### config.mk
export PLATFORM = sky130hd
export DESIGN_NAME = mux2_rr_arbiter_flat
export DESIGN_NICKNAME = d
export VERILOG_FILES = /design/src/rtl/mux2_rr_arbiter_if.sv /design/src/rtl/mux2_rr_arbiter.sv /design/src/flat_wrapper.sv
export SDC_FILE = /design/constraint.sdc
export NUM_CORES = 1
export LEC_CHECK = 0
export ABC_AREA = 1
export CAP_MARGIN = 30
export CORE_MARGIN = 2
export CORE_UTILIZATION = 43
export CTS_CLUSTER_SIZE = 24
export DETAILED_ROUTE_END_ITERATION = 10
export PLACE_DENSITY = 0.75
export SYNTH_ARGS = -nofsm -noshare
export SYNTH_HDL_FRONTEND = slang
export SYNTH_SLANG_ARGS = --single-unit
### constraint.sdc
create_clock -name clk -period 1.4 [get_ports clk]
set_clock_uncertainty 0.05 [all_clocks]
set_input_delay 0.21 -clock clk [delete_from_list [all_inputs] [get_ports clk]]
set_output_delay 0.21 -clock clk [all_outputs]
set_load 0.02 [all_outputs]
### src/rtl/mux2_rr_arbiter_if.sv
// mux2_rr_arbiter_if: two valid/ready sources plus one registered valid/ready output with mux select
interface mux2_rr_arbiter_if #(parameter int DATA_W = 8);
  logic              in0_valid;
  logic [DATA_W-1:0] in0_data;
  logic              in0_ready;
  logic              in1_valid;
  logic [DATA_W-1:0] in1_data;
  logic              in1_ready;
  logic              out_valid;
  logic [DATA_W-1:0] out_data;
  logic              out_sel;
  logic              out_ready;
  modport slave (
    input  in0_valid, in0_data, in1_valid, in1_data, out_ready,
    output in0_ready, in1_ready, out_valid, out_data, out_sel
  );
  modport master (
    output in0_valid, in0_data, in1_valid, in1_data, out_ready,
    input  in0_ready, in1_ready, out_valid, out_data, out_sel
  );
endinterface

### src/rtl/mux2_rr_arbiter.sv
// mux2_rr_arbiter: two-channel round-robin burst arbiter with registered output beat and mux select
module mux2_rr_arbiter #(
  parameter int DATA_W = 8,
  parameter int BURST  = 4
) (
  input logic                  clk,
  input logic                  rst_n,
  mux2_rr_arbiter_if.slave     io_bus
);
  typedef enum logic [1:0] {IDLE, GNT0, GNT1} state_t;
  localparam logic [7:0] CNT_LAST = 8'(BURST - 1);
  state_t            r_state, w_state_nx;
  logic [7:0]        r_cnt, w_cnt_nx;
  logic              r_last, w_last_nx;
  logic              r_out_valid;
  logic [DATA_W-1:0] r_out_data;
  logic              r_out_sel;
  logic              w_space, w_gx, w_vx, w_vo, w_xfer, w_exit;
  assign w_space = !r_out_valid || io_bus.out_ready;
  assign w_gx    = r_state == GNT1;
  assign w_vx    = w_gx ? io_bus.in1_valid : io_bus.in0_valid;
  assign w_vo    = w_gx ? io_bus.in0_valid : io_bus.in1_valid;
  assign w_xfer  = r_state != IDLE && w_vx && w_space;
  // a grant ends when its source drops valid or its last allowed beat transfers
  assign w_exit  = r_state != IDLE && (!w_vx || (w_xfer && r_cnt == CNT_LAST));
  assign io_bus.in0_ready = r_state == GNT0 && w_space;
  assign io_bus.in1_ready = r_state == GNT1 && w_space;
  assign io_bus.out_valid = r_out_valid;
  assign io_bus.out_data  = r_out_data;
  assign io_bus.out_sel   = r_out_sel;
  always_comb begin
    w_state_nx = r_state;
    w_cnt_nx   = r_cnt;
    w_last_nx  = r_last;
    if (r_state == IDLE) begin
      w_cnt_nx = '0;
      if (io_bus.in0_valid && (!io_bus.in1_valid || r_last)) w_state_nx = GNT0;
      else if (io_bus.in1_valid) w_state_nx = GNT1;
    end else if (w_exit) begin
      w_cnt_nx   = '0;
      w_last_nx  = w_gx;
      w_state_nx = w_vo ? (w_gx ? GNT0 : GNT1) : w_vx ? r_state : IDLE;
    end else if (w_xfer) begin
      w_cnt_nx = r_cnt + 8'd1;
    end
  end
  always_ff @(posedge clk or negedge rst_n) begin
    if (!rst_n) begin
      r_state     <= IDLE;
      r_cnt       <= '0;
      r_last      <= 1'b1;
      r_out_valid <= 1'b0;
      r_out_data  <= '0;
      r_out_sel   <= 1'b0;
    end else begin
      r_state <= w_state_nx;
      r_cnt   <= w_cnt_nx;
      r_last  <= w_last_nx;
      if (w_xfer) begin
        r_out_valid <= 1'b1;
        r_out_data  <= w_gx ? io_bus.in1_data : io_bus.in0_data;
        r_out_sel   <= w_gx;
      end else if (io_bus.out_ready) begin
        r_out_valid <= 1'b0;
      end
    end
  end
endmodule

### src/flat_wrapper.sv
// flat-port wrapper written by rule: the top's interface ports become plain ports
module mux2_rr_arbiter_flat 
#(
  parameter int DATA_W = 8,
  parameter int BURST  = 4
)
  (clk, rst_n, io_bus_in0_valid, io_bus_in0_data, io_bus_in1_valid, io_bus_in1_data, io_bus_out_ready, io_bus_in0_ready, io_bus_in1_ready, io_bus_out_valid, io_bus_out_data, io_bus_out_sel);
  mux2_rr_arbiter_if #(.DATA_W(DATA_W)) io_bus_i ();
  input logic clk;
  input logic rst_n;
  input wire logic [$bits(io_bus_i.in0_valid)-1:0] io_bus_in0_valid;
  input wire logic [$bits(io_bus_i.in0_data)-1:0] io_bus_in0_data;
  input wire logic [$bits(io_bus_i.in1_valid)-1:0] io_bus_in1_valid;
  input wire logic [$bits(io_bus_i.in1_data)-1:0] io_bus_in1_data;
  input wire logic [$bits(io_bus_i.out_ready)-1:0] io_bus_out_ready;
  output wire logic [$bits(io_bus_i.in0_ready)-1:0] io_bus_in0_ready;
  output wire logic [$bits(io_bus_i.in1_ready)-1:0] io_bus_in1_ready;
  output wire logic [$bits(io_bus_i.out_valid)-1:0] io_bus_out_valid;
  output wire logic [$bits(io_bus_i.out_data)-1:0] io_bus_out_data;
  output wire logic [$bits(io_bus_i.out_sel)-1:0] io_bus_out_sel;
  assign io_bus_i.in0_valid = io_bus_in0_valid;
  assign io_bus_i.in0_data = io_bus_in0_data;
  assign io_bus_i.in1_valid = io_bus_in1_valid;
  assign io_bus_i.in1_data = io_bus_in1_data;
  assign io_bus_i.out_ready = io_bus_out_ready;
  assign io_bus_in0_ready = io_bus_i.in0_ready;
  assign io_bus_in1_ready = io_bus_i.in1_ready;
  assign io_bus_out_valid = io_bus_i.out_valid;
  assign io_bus_out_data = io_bus_i.out_data;
  assign io_bus_out_sel = io_bus_i.out_sel;
  mux2_rr_arbiter #(.DATA_W(DATA_W), .BURST(BURST)) u_core (.clk(clk), .rst_n(rst_n), .io_bus(io_bus_i));
endmodule
**Word-level counts from Yosys, hierarchy flattened**

Index checks and enable logic that the tools add are counted.

- Register bits: 21
- Input port bits: 21
- Logic and storage cells: 48

- Add/subtract/negate cells: 1
- Equal/unequal tests: 5
- Muxes and demuxes: 15
- Bitwise gates (word level): 1
- Reductions and logical operators: 20

Operators with widths:

| cell | count |
|---|---|
| $mux W8 | 4 |
| $mux W2 | 7 |
| $add A8 B1 Y8 const B | 1 |
| $eq A8 B2 Y1 const B | 1 |
| $logic_and A1 B1 Y1 | 7 |
| $ne A3 B3 Y1 const B | 2 |
| $reduce_bool A2 Y1 | 3 |
| $mux W1 | 4 |
| $logic_not A1 Y1 | 3 |
| $logic_or A1 B1 Y1 | 3 |
| $reduce_and A3 Y1 | 1 |
| $reduce_bool A3 Y1 | 1 |
| $eq A2 B1 Y1 const B | 1 |
| $eq A2 B2 Y1 const B | 1 |
| $logic_not A2 Y1 | 1 |
| $reduce_and A2 Y1 | 1 |
| $not A1 Y1 | 1 |

**Depth between registers and ports, before layout**

- Depth after elaboration: 9
- Gate-level depth with buffers: 11

**Worst setup path before layout**

Ideal clock, no wire load.

- Path type: register to register
- Start: register u_core.r_state[1]
- End: register u_core.r_out_data[1], in the netlist u_core.io_bus.out_data[1]
- Library setup time: 0.123 ns
- Arrival time: 1.188 ns
- Data required time: 1.227 ns
- Setup slack: 0.039 ns
- Stages on the path, launching flop included: 10
- Buffers on the path: 1
- Clock period less this slack: 1.361 ns
- Path through: dfrtp_1 nand2_2 nand2_1 nand2_2 nand2_4 nor2_8 inv_4 buf_12 nand2_1 o21ai_2

- Cells in the longest elaborated chain, start to end: 4
- Elaborated cells between the ends (all ways): 6
- Classes of those cells: eq/ne (1); mux (2); reduce/logical (3)

Ends and longest elaborated chain:

| element | RTL line | RTL |
|---|---|---|
| start: declaration | mux2_rr_arbiter.sv:12 | `state_t r_state, w_state_nx;` |
| start signal: assignment | mux2_rr_arbiter.sv:56 | `r_state <= w_state_nx;` |
| $eq A2 B2 Y1 | mux2_rr_arbiter.sv:20 | `assign w_gx = r_state == GNT1;` |
| $mux W1 | mux2_rr_arbiter.sv:21 | `assign w_vx = w_gx ? io_bus.in1_valid : io_bus.in0_valid;` |
| $logic_and A1 B1 Y1 (2 in a row) | mux2_rr_arbiter.sv:23 | `assign w_xfer = r_state != IDLE && w_vx && w_space;` |
| end signal: assignment | mux2_rr_arbiter.sv:61 | `r_out_data <= w_gx ? io_bus.in1_data : io_bus.in0_data;` |
| end: declaration | mux2_rr_arbiter.sv:16 | `logic [DATA_W-1:0] r_out_data;` |

Parallel ways exist; a longest one is shown, timed or not.
A chain may end at the register's enable or synchronous reset.

**Worst setup path after layout**

- Start: register u_core.r_state[0]
- End: register u_core.r_last

- Cells in the longest elaborated chain, start to end: 8
- Elaborated cells between the ends (all ways): 12
- Classes of those cells: eq/ne (1); mux (1); bitwise (1); reduce/logical (9)

Ends and longest elaborated chain:

| element | RTL line | RTL |
|---|---|---|
| $eq A2 B2 Y1 | mux2_rr_arbiter.sv:20 |  |
| $mux W1 | mux2_rr_arbiter.sv:21 |  |
| $logic_and A1 B1 Y1 (2 in a row) | mux2_rr_arbiter.sv:23 |  |
| $logic_and A1 B1 Y1 | mux2_rr_arbiter.sv:25 | `assign w_exit = r_state != IDLE && (!w_vx \|\| (w_xfer && r_cnt == CNT_LAST));` |
| $logic_or A1 B1 Y1 | mux2_rr_arbiter.sv:25 |  |
| $logic_and A1 B1 Y1 | mux2_rr_arbiter.sv:25 |  |
| $reduce_and A2 Y1 (no source line) | - |  |
| end signal: assignment | mux2_rr_arbiter.sv:58 | `r_last <= w_last_nx;` |
| end: declaration | mux2_rr_arbiter.sv:14 | `logic r_last, w_last_nx;` |

Parallel ways exist; a longest one is shown, timed or not.

==> impl_metrics.json <==
{
  "die_area_um2": 3330,
  "first_iter_violations": 43,
  "nets": 256,
  "finalSetupViolations": 20,
  "regToRegStartpoint": "u_core.r_state[0]$_DFFE_PN0P_",
  "ff2ff_path_depth": 12,
  "outcome": "finished with violations",
  "total_leakage_power_nw": 0.990,
  "finalHoldViolCount": 0,
  "syn_nets": 184,
  "antenna_found_initial": 0,
  "wirelength_mm": 4.03,
  "hold_buffers": 0,
  "multiInputGateArea_um2": 821,
  "clock-sinks": 21,
  "area_growth_pct": 72.2,
  "die_h_um": 57.7,
  "power_density_nw_per_um2": 1930,
  "comb_power_share": 0.684,
  "routed_via_density": 5.33,
  "port_buffers": 32,
  "period_needed_ns": 1.56,
  "reg2reg_slack_ns": -0.16,
  "slew_headroom": 0.784,
  "clkPwrFrac": 0.076,
  "grt_pass1_vias": 1298,
  "layout-drive-gt1-share": 0.472,
  "cp-start-kind": "flop",
  "core_um2": 2760,
  "firstDrtPassIters": 4,
  "switching_power_mw": 1.96,
  "rows": 19,
  "grt_pass1_wl_mm": 5.68,
  "num-fill-cells": 155,
  "clkTransAtPathRegs_ns": 0.13,
  "finalCritPeriodShare": 1.12,
  "hold_path.class": "input pin to async pin",
  "crit_fanout": 4,
  "use_met1": 0.259,
  "max_slew.worst_pin.slew_ns": 0.322,
  "cts-htree-levels": 1,
  "grt.total_usage": 0.220,
  "ys_seq_area_frac": 0.424,
  "ios": 33,
  "power_switching_share": 0.476,
  "cp_common_cell": "nand2_1",
  "ant_nets": 0,
  "cp_slowest_cell": "dfrtp_1",
  "grt_util_met2": 0.398,
  "cts-root-buf": "clkbuf_4",
  "clk-insertion-delay-late_ns": 0.31,
  "setup.worst_path.class": "flop to flop",
  "final_cell_mix": "buf_4, nand2_1, clkdlybuf4s50_1, dfrtp_1",
  "cap_violations": 0,
  "crit_chain": "inv_2 > nand2_2 > buf_6 > nand2_4 > nand2_4 > buf_4 > buf_4 > nand4_1 > nand2_1 > nand2_1 > nand2_1 > nand2_1",
  "critPathMaxStageDelay_ns": 0.41,
  "die_w_um": 57.7,
  "synth-seq-cells": 21,
  "max-vdd-ir-drop_mv": 1.64,
  "clock_path_buffers": 2,
  "grt-busiest-layer": "met2",
  "synth_cell_type_count": 22,
  "crit_family": "simple AND/OR/NAND/NOR gates",
  "max_freq_mhz": 640,
  "drv_slew": 0,
  "gp_congestion": 0.782,
  "grt_setup_unrepaired": "yes",
  "cp.required_ns": 1.62,
  "hold_ws_ns": 0.167,
  "utilization": 0.775,
  "grt_util_met3": 0.0379,
  "numCtsBuffers": 3,
  "grt_max_degree": 22,
  "yosys_warnings": 0,
  "sequential_cell_area_um2": 527,
  "diodes": 0,
  "cp.arrival_ns": 1.78,
  "layout_setup_ws_ns": -0.164,
  "dpl.hpwl_mm": 2.13,
  "critPathCaptureType": "flop",
  "pwr-share-seq": 0.240,
  "timing.critical_path.buf_inv": 4,
  "p_int_mw": 2.16,
  "violations": "setup timing",
  "mostFrequentLayoutCell": "buf_4",
  "start_util": 0.450,
  "syn_inst": 162,
  "synth_area_um2": 1240,
  "wire_per_inst_um": 15.3,
  "num_vias": 1407,
  "drc_errors": 0,
  "avgSynthCellArea_um2": 7.66,
  "grt_overflow_total": 0,
  "rr_endpoint": "u_core.r_last$_DFFE_PN1P_",
  "cts_tree": "built"
}
==> how the worst max path moves through the flow <==
stage / start / to / slack, ns / cells past startpoint
after floorplan: u_core.r_state[1]$_DFFE_PN0P_ / u_core.io_bus.out_data[1]$_DFFE_PN0P_ / 0.04 / 9
after global placement: io_bus_out_ready / io_bus_in0_ready / -0.39 / 4
after detailed placement: io_bus_out_ready / io_bus_in0_ready / -0.38 / 4
after CTS: u_core.r_state[1]$_DFFE_PN0P_ / u_core.r_cnt[2]$_DFFE_PN0P_ / -0.10 / 10
after global routing: u_core.r_state[0]$_DFFE_PN0P_ / u_core.r_last$_DFFE_PN1P_ / -0.27 / 12
final: u_core.r_state[0]$_DFFE_PN0P_ / u_core.r_last$_DFFE_PN1P_ / -0.16 / 12
==> timing repair <==
action / 4_1_cts / 5_1_grt
gates cloned: 3 / 1
resized for setup: 55 / 45
setup buffers: 8 / 7
endpoints found under the setup margin: 30 / 23
hold endpoints to repair: 0 / 0
pin swaps: 9 / 16
==> layout make-up <==
| class | instances | share of cell area |
|---|---|---|
| Multi-Input combinational cell | 120 | 0.384 |
| Timing Repair inverter | 3 | 0.0141 |
| Inverter | 20 | 0.0451 |
| Sequential cell | 21 | 0.246 |
| Timing Repair Buffer | 65 | 0.279 |
| Clock buffer | 3 | 0.0105 |
| Clock inverter | 1 | 0.00234 |
| Tap cell | 31 | 0.0181 |
==> Yosys cell counts <==
cell type / instances / share of area
a21oi_1: 3 / 0.012
nand2_1: 45 / 0.14
nand2_2: 3 / 0.015
nand2_4: 1 / 0.0091
a21oi_2: 1 / 0.0071
inv_2: 2 / 0.0061
dfstp_2: 1 / 0.021
or2_2: 8 / 0.040
nand3_1: 17 / 0.069
nand4_1: 2 / 0.010
nor2_8: 1 / 0.016
o21ai_0: 12 / 0.048
inv_1: 17 / 0.051
nor2_4: 1 / 0.0091
nor3_1: 3 / 0.012
inv_4: 1 / 0.0050
ha_1: 1 / 0.010
dfrtp_1: 20 / 0.40
o21ai_2: 9 / 0.064
nor2_1: 12 / 0.036
clkbuf_1: 1 / 0.0030
buf_12: 1 / 0.016
==> flip-flops by register name, indices dropped and copies added (netlist names) <==
register,cells
u_core.io_bus.out_data,8
u_core.r_state,2
u_core.r_last,1
u_core.io_bus.out_valid,1
u_core.io_bus.out_sel,1
u_core.r_cnt,8
==> cells by family after synthesis <==
kind of cell	count (synthesis)	share of synthesized area
compound gates	25	0.131
fa+ha+maj	1	0.0101
buf+inv	22	0.0817
flops	21	0.424
simple gates	93	0.353
==> per-stage QoR <==
step                TNS, ns  area (um^2)  total power [mW]  worst slack, ns  std cells
floorplan                 0         1240              2.11           0.0386        162
global placement      -4.36         1710              2.72           -0.386        241
detailed placement    -5.33         1710              2.78           -0.382        241
CTS                   -1.21         1920              3.50           -0.101        256
global route          -3.30         2140              4.37           -0.267        264
finish                -1.95         2140              4.12           -0.164        264
==> power by group through the flow <==
stage                     sequential (mW)  combinational, mW  clock, mW
after global routing                 1.00               3.01      0.348
after CTS                           0.929               2.25      0.320
after floorplan                      1.11              0.999          0
final                               0.988               2.82      0.314
after detailed placement            0.942               1.83          0
after global placement              0.935               1.79          0
==> routing by layer <==
metal  vias to the layer above  wire, um
met4                         0        60
met3                         9       202
li1                        670         -
met2                        55      2140
met5                         -         0
met1                       673      1630
(Power assumes the default switching activity.)
